**src/rtl/mem_pkg.sv**
```systemverilog
// Shared definitions for the memory responder: controller states,
// default geometry and the fixed response returned for misaligned fetches.
package mem_pkg;

    localparam int unsigned MEM_BYTES_DEF = 512;
    localparam int unsigned DATA_BASE_DEF = 256;
    localparam logic [15:0] MISALIGN_RSP  = 16'h0000;

    typedef enum logic [2:0] {
        ST_IDLE  = 3'd0,
        ST_D_ACC = 3'd1,
        ST_I_LO  = 3'd2,
        ST_I_HI  = 3'd3,
        ST_I_RSP = 3'd4
    } state_t;

endpackage

```
**src/rtl/mem_responder_ram_sp.sv**
```systemverilog
// Single-port byte-wide synchronous RAM; a write also returns the written
// byte on rdata, and the array itself is never reset.
module ram_sp
    import mem_pkg::*;
#(
    parameter int unsigned DEPTH = MEM_BYTES_DEF
) (
    input  logic                     clk,
    input  logic                     en,
    input  logic                     we,
    input  logic [$clog2(DEPTH)-1:0] addr,
    input  logic [7:0]               wdata,
    output logic [7:0]               rdata
);

    logic [7:0] r_mem [DEPTH];
    logic [7:0] r_rdata;

    always_ff @(posedge clk) begin
        if (en) begin
            if (we) begin
                r_mem[addr] <= wdata;
                r_rdata     <= wdata;
            end else begin
                r_rdata <= r_mem[addr];
            end
        end
    end

    assign rdata = r_rdata;

endmodule

```
**src/rtl/mem_responder.sv**
```systemverilog
// Arbitrates a 16-bit instruction fetch port and an 8-bit data port onto
// one single-ported byte RAM; data requests win when both are valid.
module mem_responder
    import mem_pkg::*;
#(
    parameter int unsigned MEM_BYTES = MEM_BYTES_DEF,
    parameter int unsigned DATA_BASE = DATA_BASE_DEF
) (
    input  logic        clk,
    input  logic        reset,
    input  logic        if_valid,
    output logic        if_ready,
    input  logic [15:0] if_addr,
    output logic        if_rvalid,
    output logic [15:0] if_rdata,
    output logic        if_misalign,
    input  logic        d_valid,
    output logic        d_ready,
    input  logic        d_we,
    input  logic [7:0]  d_addr,
    input  logic [7:0]  d_wdata,
    output logic        d_rvalid,
    output logic [7:0]  d_rdata
);

    localparam int unsigned AW = $clog2(MEM_BYTES);

    state_t          r_state, w_next;
    logic            r_we, r_d_rvalid, r_if_rvalid, r_if_mis;
    logic [AW-1:0]   r_didx, r_fidx;
    logic [7:0]      r_wdata, r_lo, r_d_hold;
    logic [15:0]     r_if_hold;
    logic            w_idle, w_d_acc, w_if_acc, w_ram_en, w_ram_we;
    logic [AW-1:0]   w_ram_addr, w_didx;
    logic [7:0]      w_ram_rdata;
    logic            w_unused_addr;

    assign w_idle        = reset && (r_state == ST_IDLE);
    assign d_ready       = w_idle;
    assign if_ready      = w_idle && !d_valid;
    assign w_d_acc       = d_valid && d_ready;
    assign w_if_acc      = if_valid && if_ready;
    assign w_didx        = AW'(DATA_BASE) + AW'(d_addr);
    assign w_unused_addr = ^if_addr[15:AW];

    // RAM enable is gated by reset so a store caught by reset is never written.
    always_comb begin
        w_next     = r_state;
        w_ram_en   = 1'b0;
        w_ram_we   = 1'b0;
        w_ram_addr = r_fidx;
        case (r_state)
            ST_IDLE: begin
                if (w_d_acc)       w_next = ST_D_ACC;
                else if (w_if_acc) w_next = if_addr[0] ? ST_I_RSP : ST_I_LO;
            end
            ST_D_ACC: begin
                w_next     = ST_IDLE;
                w_ram_en   = reset;
                w_ram_we   = r_we;
                w_ram_addr = r_didx;
            end
            ST_I_LO: begin
                w_next   = ST_I_HI;
                w_ram_en = reset;
            end
            ST_I_HI: begin
                w_next     = ST_IDLE;
                w_ram_en   = reset;
                w_ram_addr = r_fidx + AW'(1);
            end
            ST_I_RSP: w_next = ST_IDLE;
            default:  w_next = ST_IDLE;
        endcase
    end

    always_ff @(posedge clk) begin
        if (!reset) begin
            r_state     <= ST_IDLE;
            r_d_rvalid  <= 1'b0;
            r_if_rvalid <= 1'b0;
            r_if_mis    <= 1'b0;
            r_d_hold    <= '0;
            r_if_hold   <= '0;
        end else begin
            r_state     <= w_next;
            r_d_rvalid  <= (r_state == ST_D_ACC);
            r_if_rvalid <= (r_state == ST_I_HI) || (w_if_acc && if_addr[0]);
            if (r_d_rvalid)                r_d_hold  <= w_ram_rdata;
            if (r_if_rvalid && !r_if_mis)  r_if_hold <= {w_ram_rdata, r_lo};
            if (r_state == ST_I_HI) begin
                r_if_mis <= 1'b0;
                r_lo     <= w_ram_rdata;
            end
            // Odd accept may coincide with an even response; it must win the hold.
            if (w_if_acc && if_addr[0]) begin
                r_if_mis  <= 1'b1;
                r_if_hold <= MISALIGN_RSP;
            end
            if (w_d_acc) begin
                r_we    <= d_we;
                r_didx  <= w_didx;
                r_wdata <= d_wdata;
            end
            if (w_if_acc) r_fidx <= if_addr[AW-1:0];
        end
    end

    ram_sp #(.DEPTH(MEM_BYTES)) u_ram (
        .clk   (clk),
        .en    (w_ram_en),
        .we    (w_ram_we),
        .addr  (w_ram_addr),
        .wdata (r_wdata),
        .rdata (w_ram_rdata)
    );

    // Responses come straight from the RAM output during rvalid, else the held copy.
    assign d_rvalid    = r_d_rvalid;
    assign d_rdata     = r_d_rvalid ? w_ram_rdata : r_d_hold;
    assign if_rvalid   = r_if_rvalid;
    assign if_misalign = r_if_mis;
    assign if_rdata    = (r_if_rvalid && !r_if_mis) ? {w_ram_rdata, r_lo} : r_if_hold;

endmodule

```
**config.mk**
```make
export PLATFORM = sky130hd
export DESIGN_NAME = mem_responder
export DESIGN_NICKNAME = d
export VERILOG_FILES = /design/src/rtl/mem_pkg.sv /design/src/rtl/mem_responder_ram_sp.sv /design/src/rtl/mem_responder.sv
export SDC_FILE = /design/constraint.sdc
export NUM_CORES = 2
export LEC_CHECK = 0
export ABC_CLOCK_PERIOD_IN_PS = 9950
export CAP_MARGIN = 20
export CORE_MARGIN = 5
export CORE_UTILIZATION = 50
export DETAILED_ROUTE_END_ITERATION = 6
export DONT_BUFFER_PORTS = 1
export SETUP_SLACK_MARGIN = 0.02
export SYNTH_ARGS = -nofsm -noshare
export SYNTH_HDL_FRONTEND = slang
export SYNTH_HIERARCHICAL = 1
export SYNTH_SLANG_ARGS = --single-unit
```
**constraint.sdc**
```tcl
create_clock -name clk -period 9.95 [get_ports clk]
set_input_delay 1.4925 -clock clk [delete_from_list [all_inputs] [get_ports clk]]
set_output_delay 1.4925 -clock clk [all_outputs]
set_load 0.01 [all_outputs]
```
* Yosys cells after proc, flatten, opt, wreduce, memory -nomap -nowiden
Memory sizes are Yosys's and may differ from the RTL's. A register that Yosys moved wholly into a read port is not among the register bits.
Cells that the tools add are included.
** Word-level totals
- Logic and storage cells :: 49
- Register bits after elaboration :: 65
- Memories :: 1
- Memory bits (writable) :: 4096
** Memory list
- u_ram.r_mem :: depth 512, bits a word 8, rd ports 1, clocked after memory_dff 1, wr ports 1, line mem_responder_ram_sp.sv:16 : logic [7:0] r_mem [DEPTH];
** Operators by class
- Bitwise gates (word level) :: 1
- $add $sub $neg :: 2
- Muxes and demuxes :: 14
- Reductions and logical operators :: 16
- Equal/unequal tests :: 4
** Operators with widths (count)
- 9-bit case mux with 2 select lines :: 1
- 16-bit 2-to-1 mux :: 1
- 9-bit by 1-bit adder with 9-bit output (second input constant) :: 1
- 9-bit by 8-bit adder with 9-bit output (first input constant) :: 1
- 3-bit 2-to-1 mux :: 3
- 8-bit 2-to-1 mux :: 1
- 1-bit 2-to-1 mux :: 7
- 3-bit by 2-bit == test with 1-bit output (second input constant) :: 2
- 1-bit logical AND :: 6
- 3-bit case mux with 2 select lines :: 1
- 2-bit AND reduction :: 3
- 3-bit by 1-bit == test with 1-bit output (second input constant) :: 1
- 3-bit zero test :: 1
- 3-bit != test (second input constant) :: 1
- 3-bit OR reduction :: 1
- 1-bit zero test :: 2
- 2-bit nonzero test :: 1
- 2-bit OR reduction :: 1
- 1-bit logical OR :: 1
- 1-bit inverter :: 1

* Depth between registers and ports, before layout
- Depth after elaboration :: 7
- Depth in mapped cells :: 18
- Depth with buffers taken out :: 11

* Hierarchy
Netlist, hierarchy kept.
** Modules (own cells, without submodules)
- ram_sp :: cells an instance 7568, sequential area each 123238.2 um2, area each 159588.1 um2, times used 1
- mem_responder :: cells an instance 196, sequential area each 1621.6 um2, area each 2573.7 um2, times used 1

* Worst setup path after synthesis
OpenSTA, ideal clock, no wires.
- Path type :: register -> register
- From :: register r_wdata[2]
- To :: memory u_ram.r_mem[0][2] (data pin)
- Data arrival time :: 6.173 ns
- Path slack :: 2.338 ns
- Required time :: 8.512 ns
- Buffers on the path :: 0
- Library setup time :: 1.438 ns
- Stages on the path, launching flop included :: 1
- Cell sequence :: edfxtp_1
** RTL lines
- from (decl) :: line mem_responder.sv:31 : logic [7:0] r_wdata, r_lo, r_d_hold;
- from (signal assigned) :: line mem_responder.sv:103 : r_wdata <= d_wdata;
- to (decl) :: line mem_responder_ram_sp.sv:16
No word-level cell before the write port.

* Worst setup path after layout
- From :: register r_state[1]
- To :: register u_ram.r_rdata[5], in the netlist u_ram/rdata[5] (read register of u_ram.r_mem) (data pin)
** Between the ends
- Elaborated cells between the ends (all ways) :: 6
- Those cells by class :: eq/ne: 3; mux: 2; reduce/logical: 1
** RTL lines
- from (decl) :: line mem_responder.sv:28 : state_t r_state, w_next;
- from (signal assigned) :: line mem_responder.sv:86 : r_state <= w_next;
- 3-bit by 2-bit == test with 1-bit output / 3-bit by 1-bit == test with 1-bit output (equally long branches) :: line mem_responder.sv:52 : case (r_state)
- 9-bit case mux with 2 select lines * :: line mem_responder.sv:52
- named net w_ram_addr[1] :: line mem_responder.sv:34 : logic [AW-1:0] w_ram_addr, w_didx;
- to (decl) :: line mem_responder_ram_sp.sv:17 : logic [7:0] r_rdata;
The timed path passes the listed nets; every way through them passes the cells marked *.
A chain may end at the register's enable or synchronous reset.

==> results.sh <==
export IMPL_startpoint_type="flip-flop"
export IMPL_fin_skew_ns=0.03977
export IMPL_firstDrtPassIters=6
export IMPL_cts_clk_slew_worst_paths_ns=0.06
export IMPL_synth_ff_type="edfxtp_1"
export IMPL_antenna_found_initial=29
export IMPL_numCtsBuffers=424
export IMPL_vias=83670
export IMPL_synth_compound_area_share_pct=2.752
export IMPL_grt_overflow=0
export IMPL_min_period_over_period_pct=68.76
export IMPL_synthCells=7764
export IMPL_p_leak_nw=56.27
export IMPL_yosysTopAreaCellShare_pct=76.63
export IMPL_synth_top_family_by_area="multiplexers"
export IMPL_io_pins=66
export IMPL_final_net_count=7984
export IMPL_vias_per_cell=6.622
export IMPL_crit_type="flip-flop to flip-flop"
export IMPL_cp_arrival_ns=7.42
export IMPL_cts_setup_buffers=0
export IMPL_ir_worst_vdd_uv=162.5
export IMPL_yosys_warnings=6
export IMPL_r2r_end="u_ram/rdata[5]$_DFFE_PP_"
export IMPL_grt_pass1_vias=80660
export IMPL_fin_area_um2=181100
export IMPL_cts_max_level=5
export IMPL_fmax_mhz=146.2
export IMPL_finalMaxSlewViolations=0
export IMPL_relSlewSlack_pct=14.74
export IMPL_placedInstanceArea_um2=167400
export IMPL_endpoint="u_ram/rdata[5]$_DFFE_PP_"
export IMPL_portBuffers=0
export IMPL_ctsResizeCount=0
export IMPL_drc=0
export IMPL_maxCapViolCount=0
export IMPL_synth_edf_count=4138
export IMPL_hold_violations=0
export IMPL_power_total_mw=37.39
export IMPL_grtUsageTotal_pct=28.07
export IMPL_die_h_um=579.5
export IMPL_rrSetupSlack_ns=3.11
export IMPL_final_layout_size_suffix_gt1_share_pct=23.03
export IMPL_hold_slack_ns=0.5217
export IMPL_reg2reg_from="r_state[1]$_SDFFE_PN0P_"
export IMPL_startpoint="r_state[1]$_SDFFE_PN0P_"
export IMPL_design_die_area_um2=335800
export IMPL_setup_viol=0
export IMPL_fill_cells=24120
export IMPL_cts_hold_buf=0
export IMPL_drtIter0Drc=11860
export IMPL_crit_required_ns=10.53
export IMPL_worst_pin_slew_ns=1.279
export IMPL_areaGrowthSynthToFinish_pct=11.68
export IMPL_synthSimpleGateAreaFrac_pct=3.016
export IMPL_p_per_area_nw_per_um2=206.4
export IMPL_ys_async_sr_fraction_pct=0
export IMPL_core_area_um2=323500
export IMPL_wl_per_cell_um=37.73
export IMPL_syn_area_um2=162200
export IMPL_clk_path_buf_depth=4
export IMPL_synth_mux_area_share_pct=15.54
export IMPL_synth_distinct_cells=89
export IMPL_endpoint_kind="flip-flop"
export IMPL_clock_latency_ns=0.97
export IMPL_gp_congestion=0.9263
export IMPL_postSynthNetCount=7802
export IMPL_yosysTopAreaCell="edfxtp_1"
export IMPL_grt_max_degree=212
export IMPL_rsz0062_at_grt="false"
export IMPL_rows=209
export IMPL_synthXorXnorAreaFrac_pct=0
export IMPL_final_core_util_pct=55.99
export IMPL_min_path_type="flip-flop to flip-flop"
export IMPL_dieWidth_um=579.5
export IMPL_synth_fa_ha_area_share_pct=0.007716
export IMPL_cts_tree="done"
export IMPL_synth_seq_cells=4168
export IMPL_period_minus_slack_ns=6.841
export IMPL_clock_sinks=4168
export IMPL_tns_ns=0
export IMPL_cp_max_fo=40
export IMPL_wl_mm=476.7
export IMPL_postRouteAntennaNets=0
export IMPL_ys_top_cells_by_area="edfxtp_1, mux4_2, mux2i_1"
export IMPL_ys_seq_area_share_pct=77.00
export IMPL_start_util_pct=50.13
export IMPL_cts_root_buf="clkbuf_16"
export IMPL_reg2reg_depth=11
export IMPL_syn_avg_cell_area_um2=20.89
export IMPL_outcome="complete, no violations"
export IMPL_grt_pass1_wl_mm=655.7
export IMPL_dp_hpwl_mm=289.6
==> cell usage in the layout (no fill, tap or decap), types with 8 or more instances in the layout <==
master / instances
a2111oi_0: 20
a211oi_1: 28
a21oi_1: 95
a221oi_1: 16
a22o_1: 20
a22oi_1: 129
a31oi_1: 30
a32oi_1: 19
and2_1: 23
and3_1: 23
buf_12: 31
buf_4: 207
bufinv_16: 39
clkbuf_1: 76
clkbuf_16: 431
clkinv_1: 103
clkinv_2: 91
clkinvlp_4: 13
dfxtp_1: 30
diode_2: 11
edfxtp_1: 4138
inv_6: 11
mux2_2: 93
mux2i_1: 381
mux4_2: 897
nand2_1: 129
nand2_4: 14
nand3_1: 77
nand4_1: 36
nor2_1: 582
nor2b_1: 37
nor3_1: 29
nor4_1: 16
o2111ai_1: 8
o21ai_0: 70
o22ai_1: 130
or4_1: 13
==> kinds of logic after synthesis <==
group / after synthesis
mux: 1376
fa+ha+maj: 1
flops: 4168
compound gates: 649
buf+inv: 497
simple gates: 1073
==> per-stage QoR <==
| stage | cells | setup WS [ns] |
|---|---|---|
| final | 12640 | 3.109 |
| after global routing | 12630 | 3.123 |
| after CTS | 12620 | 3.373 |
| after detailed placement | 11840 | 3.401 |
| after global placement | 11830 | 3.417 |
| after floorplan | 7764 | 2.338 |
==> worst min path at each step <==
stage,startpoint,endpoint,slack [ns],depth (start not counted)
6_report,u_ram/rdata[5]$_DFFE_PP_,r_lo[5]$_DFFE_PP_,0.52,0
5_1_grt,u_ram/rdata[5]$_DFFE_PP_,r_lo[5]$_DFFE_PP_,0.53,0
4_1_cts,u_ram/rdata[5]$_DFFE_PP_,r_lo[5]$_DFFE_PP_,0.52,0
3_5_place_dp,u_ram/rdata[5]$_DFFE_PP_,r_lo[5]$_DFFE_PP_,0.51,0
3_3_place_gp,u_ram/rdata[5]$_DFFE_PP_,r_lo[5]$_DFFE_PP_,0.51,0
2_1_floorplan,u_ram/rdata[0]$_DFFE_PP_,r_lo[0]$_DFFE_PP_,0.44,0
==> registers in the layout, summed over array words and instances, names as in the netlist <==
name         cells
r_lo             8
r_wdata          8
r_didx           8
d_rvalid         1
u_ram/rdata      8
r_we             1
u_ram/r_mem   4096
if_misalign      1
r_if_hold       16
if_rvalid        1
r_state          3
r_d_hold         8
r_fidx           9
==> power breakdown <==
group / internal, mW / leakage [nW] / switching [mW] / total (mW)
sequential: 19.3 / 37.4 / 0.0155 / 19.3
combinational: 0.831 / 12.2 / 1.67 / 2.50
clock: 8.94 / 6.64 / 6.68 / 15.6
==> synthesized netlist by cell type, drive strengths merged (8+ instances only) <==
cell type,count
edfxtp,4138
mux4,902
nor2,589
mux2i,381
buf,310
clkbuf,178
nand2,149
o22ai,130
a22oi,129
a21oi,99
mux2,93
nand3,77
o21ai,73
nor2b,42
nand4,36
nor3,33
a211oi,30
a31oi,30
dfxtp,30
a2111oi,26
and2,25
and3,23
a22o,20
a32oi,19
nor4,19
a221oi,17
or4,13
nand2b,8
nor3b,8
o2111ai,8
==> routing by layer <==
layer / vias up / wire length, um / GRT usage (%)
met3: 971 / 50390 / 6.567
met1: 44870 / 183600 / 39.73
li1: 32780 / - / -
met4: 20 / 26670 / 13.08
met2: 5032 / 215800 / 41.87
met5: - / 229 / 0
==> critical path, cell delays in order, from the launching register on <==
cell and delay (ns):
dfxtp_1 0.74, mux2i_1 0.22, o21ai_4 0.77, buf_4 0.47, buf_4 0.66, mux4_2 0.41
mux2i_1 0.79, nor3_1 0.34, nor3_1 0.54, o2111ai_1 0.72, nor4_1 0.39, a31oi_1 0.32
==> cell type report <==
type	instances	area (um^2)	area share, %
multi-input combinational	3099	34910	19.28
inverter	9	50.05	0.02763
tap	4325	5411	2.988
sequential	4168	124900	68.94
clock inverter	272	2484	1.371
timing repair buffer	244	2295	1.267
clock buffer	507	11070	6.113
antenna	11	27.53	0.01520
(Power assumes the default switching activity.)
